--- config.mk ---
export PLATFORM = sky130hd
export DESIGN_NAME = pipe_stage_reg
export DESIGN_NICKNAME = d
export VERILOG_FILES = /design/src/rtl/pipe_pkg.sv /design/src/rtl/pipe_skid_buf.sv /design/src/rtl/pipe_stage_reg.sv
export SDC_FILE = /design/constraint.sdc
export NUM_CORES = 1
export LEC_CHECK = 0
export BUFFER_PORTS_ARGS = -buffer_cell sky130_fd_sc_hd__buf_2
export CAP_MARGIN = 10
export CORE_ASPECT_RATIO = 1.5
export CORE_MARGIN = 1.5
export CORE_UTILIZATION = 47
export CTS_CLUSTER_SIZE = 24
export DETAILED_ROUTE_END_ITERATION = 12
export GPL_TIMING_DRIVEN = 0
export MAX_ROUTING_LAYER = met4
export PLACE_DENSITY = 0.81
export SYNTH_ARGS = -nofsm -noshare
export SYNTH_HDL_FRONTEND = slang
export SYNTH_SLANG_ARGS = --single-unit
export TNS_END_PERCENT = 100
--- constraint.sdc ---
create_clock -name clk -period 6.74 [get_ports clk]
set_clock_uncertainty 0.2 [all_clocks]
set_input_delay 0 -clock clk [delete_from_list [all_inputs] [get_ports clk]]
set_output_delay 0 -clock clk [all_outputs]
set_load 0.1 [all_outputs]
--- src/rtl/pipe_pkg.sv ---
// pipe_pkg: stage bundle typedefs, stage state enum and stall counter width default
package pipe_pkg;
  localparam int PIPE_CNT_W = 32;
  typedef enum logic [1:0] {EMPTY, FULL, SKID} pipe_state_e;
  typedef struct packed {
    logic [3:0] alu_op;
    logic [2:0] br_op;
    logic [2:0] imm_sel;
    logic [1:0] mem_size;
    logic [4:0] rd;
    logic [4:0] rs1;
    logic [4:0] rs2;
    logic       reg_we;
    logic       mem_re;
    logic       mem_we;
    logic [1:0] wb_sel;
  } controlsgs_t;
  typedef struct packed {
    logic [31:0] instr;
    logic [31:0] pc;
    logic [31:0] pc4;
  } if_id_bundle_t;
  typedef struct packed {
    logic [31:0] instr;
    logic [31:0] pc;
    logic [31:0] pc4;
    controlsgs_t ctrl;
  } id_ex_bundle_t;
  typedef struct packed {
    logic [31:0] alu_res;
    logic [31:0] rs2_val;
    logic [31:0] pc4;
    controlsgs_t ctrl;
  } ex_mem_bundle_t;
  typedef struct packed {
    logic [31:0] wb_val;
    logic [31:0] pc4;
    controlsgs_t ctrl;
  } mem_wb_bundle_t;
  localparam int IF_ID_W  = $bits(if_id_bundle_t);
  localparam int ID_EX_W  = $bits(id_ex_bundle_t);
  localparam int EX_MEM_W = $bits(ex_mem_bundle_t);
  localparam int MEM_WB_W = $bits(mem_wb_bundle_t);
endpackage

--- src/rtl/pipe_skid_buf.sv ---
// pipe_skid_buf: one-entry skid register with its valid bit
module pipe_skid_buf #(
  parameter int WIDTH = 128
) (
  input  logic             clk,
  input  logic             reset,
  input  logic             load,
  input  logic             drain,
  input  logic             clear,
  input  logic [WIDTH-1:0] d,
  output logic             valid,
  output logic [WIDTH-1:0] q
);
  always_ff @(posedge clk or posedge reset) begin
    if (reset) begin
      valid <= 1'b0;
      q     <= '0;
    end else if (clear) begin
      valid <= 1'b0;
    end else if (load) begin
      valid <= 1'b1;
      q     <= d;
    end else if (drain) begin
      valid <= 1'b0;
    end
  end
endmodule

--- src/rtl/pipe_stage_reg.sv ---
// pipe_stage_reg: valid/ready stage register with flush and saturating stall counter;
// defining PIPE_STAGE_SKID_EN adds a one-entry skid buffer and a registered in_ready
module pipe_stage_reg
  import pipe_pkg::*;
#(
  parameter int WIDTH = 128,
  parameter int CNT_W = PIPE_CNT_W
) (
  input  logic             clk,
  input  logic             reset,
  input  logic             in_valid,
  output logic             in_ready,
  input  logic [WIDTH-1:0] in_data,
  output logic             out_valid,
  input  logic             out_ready,
  output logic [WIDTH-1:0] out_data,
  input  logic             flush,
  output logic [CNT_W-1:0] stall_cnt
);
  pipe_state_e      state, state_nxt;
  logic             xfer_in, xfer_out, load_main;
  logic [WIDTH-1:0] main_nxt;
  assign out_valid = state != EMPTY;
  assign xfer_in   = in_valid && in_ready;
  assign xfer_out  = out_valid && out_ready;
`ifdef PIPE_STAGE_SKID_EN
  logic             skid_valid;
  logic [WIDTH-1:0] skid_data;
  assign in_ready = !skid_valid;
  pipe_skid_buf #(.WIDTH(WIDTH)) u_skid (
    .clk   (clk),
    .reset (reset),
    .load  (!flush && state == FULL && xfer_in && !out_ready),
    .drain (state == SKID && out_ready),
    .clear (flush),
    .d     (in_data),
    .valid (skid_valid),
    .q     (skid_data)
  );
  always_comb begin
    state_nxt = flush ? EMPTY
              : state == EMPTY ? (xfer_in ? FULL : EMPTY)
              : state == FULL ? (xfer_in && !out_ready ? SKID : xfer_out && !xfer_in ? EMPTY : FULL)
              : (out_ready ? FULL : SKID);
    load_main = !flush && (state == SKID ? out_ready : xfer_in && (state == EMPTY || out_ready));
    main_nxt  = state == SKID ? skid_data : in_data;
  end
`else
  assign in_ready = !out_valid || out_ready;
  always_comb begin
    state_nxt = flush ? EMPTY : xfer_in ? FULL : xfer_out ? EMPTY : state;
    load_main = !flush && xfer_in;
    main_nxt  = in_data;
  end
`endif
  always_ff @(posedge clk or posedge reset) begin
    if (reset) begin
      state     <= EMPTY;
      out_data  <= '0;
      stall_cnt <= '0;
    end else begin
      state <= state_nxt;
      if (load_main) out_data <= main_nxt;
      if (out_valid && !out_ready && !(&stall_cnt)) stall_cnt <= stall_cnt + CNT_W'(1);
    end
  end
endmodule

==> reports/metrics.yaml <==
crit_slowest_cell: "clkbuf_1"
slowest_delay_ns: 0.68
leakage_nw: 4.84
clk_latency_ns: 0.41
layout.cells.non_filler: 1043
whs_ns: 0.0784
max_freq_mhz: 330
slew_headroom_pct: 46.3
grt_pass1_wl_mm: 31.4
synth_top_family_by_area: "multiplexers"
dp.cells: 878
routed_wl_mm: 19.4
synth-edff-count: 0
synth_adder_area_share_pct: 0.198
synth_mux_area_share_pct: 23.1
h-tree-depth: 4
clock-sinks: 161
ys_top_cells_by_area: "dfrtp_1 (64%), mux2_2 (23%), xor2_1 (2.1%), xnor2_1 (1.7%), and3_1 (0.79%)"
synth_compound_gate_area_share_pct: 1.27
die_h_um: 145
crit_type: "flop to flop"
vdd_ir_drop_max_mv: 0.250
cts_tree: "yes"
synth-simple-area-share_pct: 6.52
pin_count: 295
dieWidth_um: 97.6
vias: 5389
worst-path-stages: 5
grt_max_degree: 89
ys.flop_type: "dfrtp_1"
rows: 51
areaGrowthSynthToFinish_pct: 57.1
period_needed_ns: 3.03
path_buf_inv: 2
start_util_pct: 48.5
overflow: 0
cts_made_buffers: 17
syn_area_um2: 6310
clk_pin_slew_ns: 0.07
fillers: 763
postCtsHoldBufs: 132
fin_crit_sh_pct: 44.9
cp-start-kind: "flop"
worstMarginPinSlew_ns: 0.806
fin_nets: 1004
yosysTopAreaCellShare_pct: 63.8
setup_viol: 0
avgSynthCellArea_um2: 14.9
crit_arrival_ns: 3.11
cp.required_ns: 6.82
synth_common_cells: "dfrtp_1 (161), mux2_2 (128), xor2_1 (15), clkbuf_1 (13), xnor2_1 (12)"
r2r_cells: 5
syn_inst: 424
track_usage_pct: 28.9
crit_top_cell: "clkbuf_1"
grt_setup_unrepaired: "no"
synthesis.nets: 558
dp_hpwl_mm: 11.9
seq_area_frac_synth_pct: 63.8
dr.first_iter.drc_count: 153
drc: 0
synth_top_area_cell: "dfrtp_1"
grt_pass1_vias: 6144
synthXorXnorAreaFrac_pct: 3.75
cts-root-buf: "clkbuf_16"
crit_fanout: 10
yosysWarnings: 0
end_kind: "flop"
async_flop_share_pct: 100
crit_chain: "nor2b_1 > nor3b_1 > clkbuf_1 > clkbuf_1 > mux2_2"
path_delay_family: "buffers and inverters"
routedWlPerCell_um: 18.6
gp_congestion: 0.868
power_density_nw_per_um2: 378
cts_setup_buffers: 0
io_buffer_count: 294
ant_nets: 0
hold_viol: 0
cts_resized: 0
coreArea_um2: 13000
ys_types: 32
die-area_um2: 14100
fin_tns_setup_ns: 0
ys_ff_latch: 161
dr.pass1.iters: 4
status: "complete, no violations"
clock_path_buffers: 2
drv_slew: 0
max-cap-violations: 0
yosysMostFrequentCell: "dfrtp_1"
via_per_inst: 5.17
hp-class: "input port to async pin"
antenna_found_initial: 1
drive_gt1_share_pct: 52.4
## through the flow
step / instance area (µm²) / util (%) / worst slack, ns / power (W)
2_1_floorplan: 6310 / - / 2.19 / 0.00247
3_3_place_gp: 7980 / 61.3 / 0.901 / 0.00271
3_5_place_dp: 8020 / 61.6 / 3.78 / 0.00274
4_1_cts: 9920 / 76.2 / 3.74 / 0.00373
5_1_grt: 9920 / 76.2 / 3.61 / 0.00386
6_report: 9920 / 76.2 / 3.71 / 0.00375
## worst register-to-register path: stages, from the launching register on
cell,delay [ns]
dfrtp_1,0.39
nor2b_1,0.15
nor3b_1,0.48
clkbuf_1,0.56
clkbuf_1,0.68
mux2_2,0.44
## routing by layer
layer,vias to the layer above,GRT usage [%],wire [µm]
met5,-,-,0
met4,0,13.2,727
met3,56,5.49,1200
met2,269,51.5,10600
met1,2668,30.7,6850
li1,2396,-,-
## flip-flops by register name, summed over array words and instances, names as in the netlist
register and flops:
out_data 128, stall_cnt 32, state 1
## path summary, 6_finish.rpt
path                               startpoint            end  slack, ns
worst min-delay path                    reset   out_data[49]       0.08
min in group clk                  in_data[57]   out_data[57]       0.15
worst max-delay path                 state[0]  out_data[100]       3.71
max in group asynchronous               reset  out_data[116]       5.41
worst max register to register       state[0]  out_data[100]       3.71
worst min register to register  stall_cnt[22]  stall_cnt[22]       0.28
## cell usage in the layout, fill, tap and decap left out, drive strengths merged
cell / Yosys / final
nand4b: 2 / 2
or2: 3 / 3
buf: 2 / 297
xnor2: 12 / 12
nor3: 7 / 7
nor2: 11 / 11
dlygate4sd3: 0 / 132
clkinv: 0 / 4
xor2: 15 / 15
nand2: 9 / 9
or4: 1 / 1
o31a: 1 / 1
o21a: 1 / 1
a21oi: 3 / 3
nor3b: 2 / 2
nor4: 5 / 5
and4: 1 / 1
o211ai: 2 / 2
clkbuf: 13 / 33
bufinv: 0 / 1
nor2b: 1 / 1
diode: 0 / 1
dfrtp: 161 / 161
ha: 1 / 1
clkinvlp: 0 / 3
o311ai: 1 / 1
and2: 2 / 2
nand4: 9 / 9
inv: 8 / 12
nand3: 10 / 10
and3: 8 / 8
a31oi: 4 / 4
mux2: 129 / 129
## report_power, final
part	leakage (nW)	switching [W]	total (W)	internal (W)
sequential	1.94	0.0000972	0.00121	0.00111
clock	0.274	0.000408	0.000944	0.000536
combinational	2.62	0.00129	0.00159	0.000301
## cells by family after synthesis
| logic type | count (synthesis) |
|---|---|
| AO/OA/AOI/OAI | 12 |
| buffers and inverters | 23 |
| XOR/XNOR | 27 |
| adder cells (fa/ha/maj) | 1 |
| flip-flops | 161 |
| AND/OR/NAND/NOR | 71 |
| multiplexers | 129 |
## area by class of cell
cell class,instances,area [µm²],share of cell area (%)
clock inverter,12,123,1.24
timing repair buffer,427,2820,28.4
clock buffer,20,457,4.60
multi-input combinational,240,2200,22.2
inverter,8,35.0,0.353
tap,159,199,2.01
antenna,1,2.50,0.0252
sequential,161,4030,40.6
buffer,15,56.3,0.568
No activity file was read; power rests on OpenSTA's default activity.
